`src/rtl/mac_rx_filter.sv`:
```
// Ethernet receive filter: holds the first four words of each frame, forwards frames addressed
// to this station (or broadcast) with an accepted EtherType, and discards the rest.
// Optional per-frame pass/drop counters are enabled by defining MAC_RX_FILTER_STATS_EN.
module mac_rx_filter #(
    parameter logic [47:0] LOCAL_MAC = 48'h000A35000001,
    parameter logic [15:0] ETH_TYPE0 = 16'h0800,
    parameter logic [15:0] ETH_TYPE1 = 16'h0806
) (
    input  logic        clk,
    input  logic        rstn,
    input  logic [31:0] s_axis_tdata,
    input  logic [3:0]  s_axis_tkeep,
    input  logic        s_axis_tvalid,
    input  logic        s_axis_tlast,
    output logic        s_axis_tready,
    output logic [31:0] m_axis_tdata,
    output logic [3:0]  m_axis_tkeep,
    output logic        m_axis_tvalid,
    output logic        m_axis_tlast,
    input  logic        m_axis_tready
`ifdef MAC_RX_FILTER_STATS_EN
    ,
    output logic [15:0] pass_cnt,
    output logic [15:0] drop_cnt
`endif
);

    localparam int unsigned DW      = 32;
    localparam int unsigned KW      = 4;
    localparam int unsigned HDR_WDS = 4;
    localparam logic [47:0] BCAST   = 48'hFFFF_FFFF_FFFF;

    typedef enum logic [1:0] {HDR, REPLAY, STREAM, DROP} state_t;

    state_t          state;
    logic [DW-1:0]   hdr [HDR_WDS];
    logic [KW-1:0]   hdr_keep;
    logic            hdr_last;
    logic [1:0]      hdr_cnt;
    logic [1:0]      rp_idx;

    logic            stage_free_c;
    logic            in_acc_c;
    logic [47:0]     dst_c;
    logic [15:0]     etype_c;
    logic            hdr_pass_c;
    logic            runt3_c;

    // Header decode: word 3 is still on the input bus when the decision is made.
    always_comb begin
        stage_free_c = !m_axis_tvalid || m_axis_tready;
        s_axis_tready = 1'b0;
        case (state)
            HDR, DROP: s_axis_tready = 1'b1;
            STREAM:    s_axis_tready = stage_free_c;
            default:   s_axis_tready = 1'b0;
        endcase
        in_acc_c   = s_axis_tvalid && s_axis_tready;
        dst_c      = {hdr[0][7:0], hdr[0][15:8], hdr[0][23:16], hdr[0][31:24],
                      hdr[1][7:0], hdr[1][15:8]};
        etype_c    = {s_axis_tdata[7:0], s_axis_tdata[15:8]};
        hdr_pass_c = ((dst_c == LOCAL_MAC) || (dst_c == BCAST)) &&
                     ((etype_c == ETH_TYPE0) || (etype_c == ETH_TYPE1));
        runt3_c    = s_axis_tlast && !s_axis_tkeep[1];
    end

    always_ff @(posedge clk) begin
        if (!rstn) begin
            state         <= HDR;
            hdr_cnt       <= 2'd0;
            rp_idx        <= 2'd0;
            hdr_keep      <= '0;
            hdr_last      <= 1'b0;
            for (int i = 0; i < int'(HDR_WDS); i++) hdr[i] <= '0;
            m_axis_tvalid <= 1'b0;
            m_axis_tdata  <= '0;
            m_axis_tkeep  <= '0;
            m_axis_tlast  <= 1'b0;
        end else begin
            if (m_axis_tvalid && m_axis_tready) m_axis_tvalid <= 1'b0;
            case (state)
                HDR: begin
                    if (in_acc_c) begin
                        hdr[hdr_cnt] <= s_axis_tdata;
                        if (hdr_cnt != 2'd3) begin
                            hdr_cnt <= s_axis_tlast ? 2'd0 : 2'(hdr_cnt + 2'd1);
                        end else begin
                            hdr_cnt  <= 2'd0;
                            hdr_keep <= s_axis_tkeep;
                            hdr_last <= s_axis_tlast;
                            rp_idx   <= 2'd0;
                            if (!runt3_c && hdr_pass_c)
                                state <= REPLAY;
                            else if (!runt3_c && !s_axis_tlast)
                                state <= DROP;
                        end
                    end
                end
                REPLAY: begin
                    // Held header words only enter the output stage once it is free.
                    if (stage_free_c) begin
                        m_axis_tvalid <= 1'b1;
                        m_axis_tdata  <= hdr[rp_idx];
                        m_axis_tkeep  <= (rp_idx == 2'd3) ? hdr_keep : 4'hF;
                        m_axis_tlast  <= (rp_idx == 2'd3) && hdr_last;
                        rp_idx        <= 2'(rp_idx + 2'd1);
                        if (rp_idx == 2'd3) state <= hdr_last ? HDR : STREAM;
                    end
                end
                STREAM: begin
                    if (in_acc_c) begin
                        m_axis_tvalid <= 1'b1;
                        m_axis_tdata  <= s_axis_tdata;
                        m_axis_tkeep  <= s_axis_tkeep;
                        m_axis_tlast  <= s_axis_tlast;
                        if (s_axis_tlast) state <= HDR;
                    end
                end
                DROP: begin
                    if (in_acc_c && s_axis_tlast) state <= HDR;
                end
                default: state <= HDR;
            endcase
        end
    end

`ifdef MAC_RX_FILTER_STATS_EN
    logic pass_evt_c;
    logic drop_evt_c;

    // One event per frame: a verdict at word 3 or an early tlast.
    always_comb begin
        pass_evt_c = 1'b0;
        drop_evt_c = 1'b0;
        if (state == HDR && in_acc_c) begin
            if (hdr_cnt != 2'd3) begin
                drop_evt_c = s_axis_tlast;
            end else begin
                pass_evt_c = !runt3_c && hdr_pass_c;
                drop_evt_c = runt3_c || !hdr_pass_c;
            end
        end
    end

    always_ff @(posedge clk) begin
        if (!rstn) begin
            pass_cnt <= 16'd0;
            drop_cnt <= 16'd0;
        end else begin
            if (pass_evt_c && pass_cnt != 16'hFFFF) pass_cnt <= 16'(pass_cnt + 16'd1);
            if (drop_evt_c && drop_cnt != 16'hFFFF) drop_cnt <= 16'(drop_cnt + 16'd1);
        end
    end
`endif

endmodule

```
`config.mk`:
```
export PLATFORM = sky130hd
export DESIGN_NAME = mac_rx_filter
export DESIGN_NICKNAME = d
export VERILOG_FILES = /design/src/rtl/mac_rx_filter.sv
export SDC_FILE = /design/constraint.sdc
export NUM_CORES = 1
export LEC_CHECK = 0
export ABC_CLOCK_PERIOD_IN_PS = 3600
export CORE_MARGIN = 2
export CORE_UTILIZATION = 57
export CTS_CLUSTER_SIZE = 10
export DETAILED_ROUTE_END_ITERATION = 8
export GPL_TIMING_DRIVEN = 0
export PLACE_DENSITY = 0.76
export SLEW_MARGIN = 5
export SYNTH_ARGS = -nofsm -noshare
export SYNTH_HDL_FRONTEND = slang
export SYNTH_SLANG_ARGS = --single-unit
```
`constraint.sdc`:
```
create_clock -name clk -period 3.6 [get_ports clk]
set_input_delay 0.54 -clock clk [delete_from_list [all_inputs] [get_ports clk]]
set_output_delay 0.54 -clock clk [all_outputs]
set_load 0.05 [all_outputs]
```
After elaboration in Yosys (flattened, before gate mapping)
Memory sizes are Yosys's and may differ from the RTL's. A register that Yosys moved wholly into a read port is not among the register bits.
Cells that the tools add are included.

word-level totals
  bits in registers = 49
  latch bits = 0
  memory bits (writable) = 128
  ROM bits = 0
  word-level logic and storage cells = 97
  memories = 1

memory list
  name  words  bits a word  read ports  clocked after Yosys merged registers in  write ports  line  source
  hdr   4      32           3           1                                        4            36    logic [DW-1:0] hdr [HDR_WDS];

cells by class
  add/sub/neg operators = 2
  multiply operators = 0
  divide/modulo/power cells = 0
  magnitude comparators = 0
  equality and inequality tests = 17
  shifts and indexed selects = 0
  muxes and demuxes = 42
  bitwise operators = 1
  reductions and logical operators = 25

operators with widths
  cell                    number
  $mux W32                3
  $pmux W32 S2            1
  $eq A48 B36 Y1 const B  1
  $eq A48 B48 Y1 const B  1
  $mux W2                 18
  $eq A16 B12 Y1 const B  2
  $reduce_or A32 Y1       1
  $ne A2 B2 Y1 const B    8
  $mux W4                 3
  $mux W1                 11
  $logic_and A1 B1 Y1     8
  $pmux W2 S4             1
  $pmux W4 S2             1
  $reduce_and A8 Y1       1
  $eq A2 B2 Y1 const B    3
  $pmux W1 S2             3
  $reduce_and A3 Y1       2
  $add A2 B1 Y2 const B   2
  $logic_not A1 Y1        4
  $pmux W2 S2             1
  $reduce_and A4 Y1       1
  $reduce_bool A2 Y1      2
  $logic_or A1 B1 Y1      3
  $ne A3 B3 Y1 const B    1
  other kinds (5)         5

Depth between registers and ports, before layout
Gate-level depths: netlist of run 1.

  depth in word-level cells = 10
  depth in mapped cells = 9

Worst setup path before layout of run 1
Ideal clock, no wire load.

  kind = register to register
  start = register state[0]
  end = memory hdr[3][0], enable pin
  library setup time = 389 ps
  data arrival time = 2441 ps
  required time = 3211 ps
  slack = 769 ps
  stages on the path, launching flop included = 9
  path buffers = 2
  cell sequence = dfxtp_1 -> inv_1 -> ha_1 -> a21boi_2 -> nor3_2 -> clkbuf_1 -> clkbuf_1 -> nand3_1 -> nand2_1

RTL lines
  element                 line  source
  start, declared         35    state_t state;
  start signal, assigned  107   if (rp_idx == 2'd3) state <= hdr_last ? HDR : STREAM;
  end, declared           36

==> run metrics, run 1 <==
Port Buf Inserts 79; maximum number of pins on one net before global-route repair 19; yosys warns 0; register area share after synthesis 59.8%; outcome completed; syn avg cell area 12.3 um^2; routed wire length 21.3 mm; TritonRoute pass-1 iters 5; root buf cell clkbuf_16; first-pass GRT wire length 32.9 mm; RePlAce Congestion 0.831; Slew HR 50.1%; Max H-tree Level 4; die footprint 15200 um^2; non-filler instance count after layout 958; Total Nets Final 812; Comb power frac 6.4%; Worst Reg-to-Reg Cells 9; Max Clock Skew 0.00730 ns; CTS Buffer Depth 2; worst reg2reg startpoint state[0]$_SDFFE_PN0P_; total CTS buffers 17; Mapped Cells 663; PD cells 464 nW/um^2; count leader, synth edfxtp_1; area leader, netlist edfxtp_1; Initial Util 58.4%; CTS Sinks 179; Starting DRT DRC Count 747; Post-DP HPWL 14.5 mm; Cell Area, Synth 8130 um^2; CORE AREA 13900 um^2; share of the synthesized area in the top cell type 47.3%; Cell Int Power 3610 uW; Clk pwr share 42.6%; vias in the first global route 5984; switch share 21.2%; P_leak 0.00353 uW; Area Overhead vs Synth 21.6%; vias 5943; unrepaired setup endpoints after global routing false; Avg Vias per Cell 6.20; CTS tree built; share of post-route cells with drive strength above 1 11.2%; Critical Path End Type register; post-synthesis cell type count 46; Max Cap Violations 0; WL per Instance 22.2 um; die span in y 123 um; Antenna Nets Post-Route 0; number of synthesized flops with an enable pin 128; Fmax 0.307 GHz; Setup CP Type reg2reg; Clock Pin Slew Worst Setup and Hold Paths 0.06 ns; Worst Hold Path Cells 2; Cells after DPL 926; Worst-Margin Slew 0.749 ns; commonest cells in the netlist edfxtp_1, and2_1, nand2_1; Flop pwr share 51.0%; die width 123 um; crit path DAT 3.40 ns; Placed Area 9270 um^2; Design Area, Final 9890 um^2; CP startpoint state[0]$_SDFFE_PN0P_; Area contributors post-synth edfxtp_1, dfxtp_1, mux4_2; row count 43; P_sw 971 uW; worst-skew pair later-pin latency 0.43 ns; final hold violation count 0; maximum fanout along the worst path 17; FFs w/ async S/R, synth 0%; fin crit period 3.26 ns; CP required 3.74 ns; initial antenna violation count 0; Max Transition Viols Final 0; Startpoint Class register; I/O pin cnt 80; min-delay src hdr_keep[2]$_SDFFE_PN0P_; type of the most critical hold path reg2reg; n_diodes 0; DRC 0; fin crit share 90.5%; Post-synth top flop edfxtp_1; endpoints failing setup 0; Peak VDD IR 0.000307 V; syn nets 710; Synth Register Bits 179; gr ovfl total 0; overall routing resource usage 29.5%
critical path: stages (launching register included):
cell and delay [ns]:
dfxtp_1 0.39, inv_1 0.10, ha_1 0.35, a21boi_2 0.20
nor3_2 0.38, clkbuf_1 0.40, clkbuf_2 0.34, nand3_1 0.13
nand2_2 0.44, buf_16 0.23
logic make-up (layout without fill, tap and decap cells):
group | Yosys count | count (layout) | share of synthesized area, %
multiplexers | 36 | 36 | 9.36
flip-flops | 179 | 179 | 59.8
buffers and inverters | 56 | 171 | 2.91
AO/OA/AOI/OAI | 69 | 69 | 6.26
adder cells (fa/ha/maj) | 6 | 6 | 0.923
XOR/XNOR | 1 | 1 | 0.108
AND/OR/NAND/NOR | 316 | 316 | 20.6
cell type report:
cell class | count | area [um^2]
Timing Repair Buffer | 83 | 901
Multi-Input combinational cell | 428 | 3040
Tap cell | 180 | 225
Buffer | 45 | 196
Fill cell | 949 | 4050
Clock inverter | 10 | 155
Sequential cell | 179 | 4860
Clock buffer | 22 | 464
Inverter | 11 | 41.3
registers in the layout, indices dropped and copies added, names as in the netlist, named ones only:
register and cells:
hdr 128, m_axis_tdata 32, hdr_keep 4, m_axis_tkeep 4, hdr_cnt 2, rp_idx 2
state 2, hdr_last 1, m_axis_tlast 1, m_axis_tvalid 1
path summary, 6_finish.rpt:
kind / end / slack (ns)
min reg2reg: hdr_keep[2]$_SDFFE_PN0P_ / 0.46
max: hdr[3][23]$_DFFE_PP_ / 0.34
max reg2reg: hdr[3][23]$_DFFE_PP_ / 0.34
min: hdr_keep[2]$_SDFFE_PN0P_ / 0.46
placed cells by master (no fill, tap or decap), types with 6 or more instances in the layout:
master           Yosys  routed
edfxtp_1           128     128
and2_1              96      96
clkdlybuf4s50_1      0      79
nand2_1             75      74
nor2_1              54      54
dfxtp_1             51      51
and3_1              33      33
a311oi_1            33      33
mux4_2              32      32
clkbuf_1            29      31
a21oi_1             21      21
clkbuf_16            0      17
nand4_1             14      14
nor4_1              13      13
inv_1                9       9
nand3_1              8       8
nor3_1               7       7
buf_2                6       6
buf_1                6       6
ha_1                 6       6
what timing repair did:
action	CTS	global route
hold buffers	0	0
gates resized for setup	0	2
setup buffers	0	0
setup endpoints to repair	0	17
through the flow:
stage | setup slack (ns) | util [%] | setup TNS [ns] | power [uW] | hold slack, ns
2_1_floorplan | 0.769 | - | 0 | 2500 | 0.436
3_3_place_gp | -0.609 | 65.6 | -64.86 | 2640 | 0.443
3_5_place_dp | -0.00822 | 66.5 | -0.123 | 2670 | 0.450
4_1_cts | 0.231 | 71.0 | 0 | 4580 | 0.459
5_1_grt | 0.175 | 71.0 | 0 | 4690 | 0.472
6_report | 0.341 | 71.0 | 0 | 4580 | 0.460
layer usage:
layer	GRT usage [%]	vias to the layer above	share of wire [%]
met3	5.58	42	7.1
met2	49.0	287	51
li1	-	2658	-
met5	0	-	0
met1	39.0	2956	40
met4	10.5	0	2.2
power by group through the flow:
| stage | sequential, uW | clock, uW | combinational, uW |
|---|---|---|---|
| final | 2340 | 1950 | 292 |
| after global placement | 2380 | 0 | 263 |
| after global routing | 2340 | 2030 | 310 |
| after CTS | 2340 | 1960 | 290 |
| after detailed placement | 2380 | 0 | 287 |
| after floorplan | 2370 | 0 | 136 |
(Power assumes the default switching activity.)
==> inputs of run 2 (changes only) <==
--- a/config.mk
+++ b/config.mk
@@ -12,6 +12,7 @@
 export DETAILED_ROUTE_END_ITERATION = 8
 export GPL_TIMING_DRIVEN = 0
 export PLACE_DENSITY = 0.76
+export SKIP_CTS_REPAIR_TIMING = 1
 export SLEW_MARGIN = 5
 export SYNTH_ARGS = -nofsm -noshare
 export SYNTH_HDL_FRONTEND = slang
==> results of run 2 <==
Same layout as run 1: the final DEF is identical, and so are final timing and power.
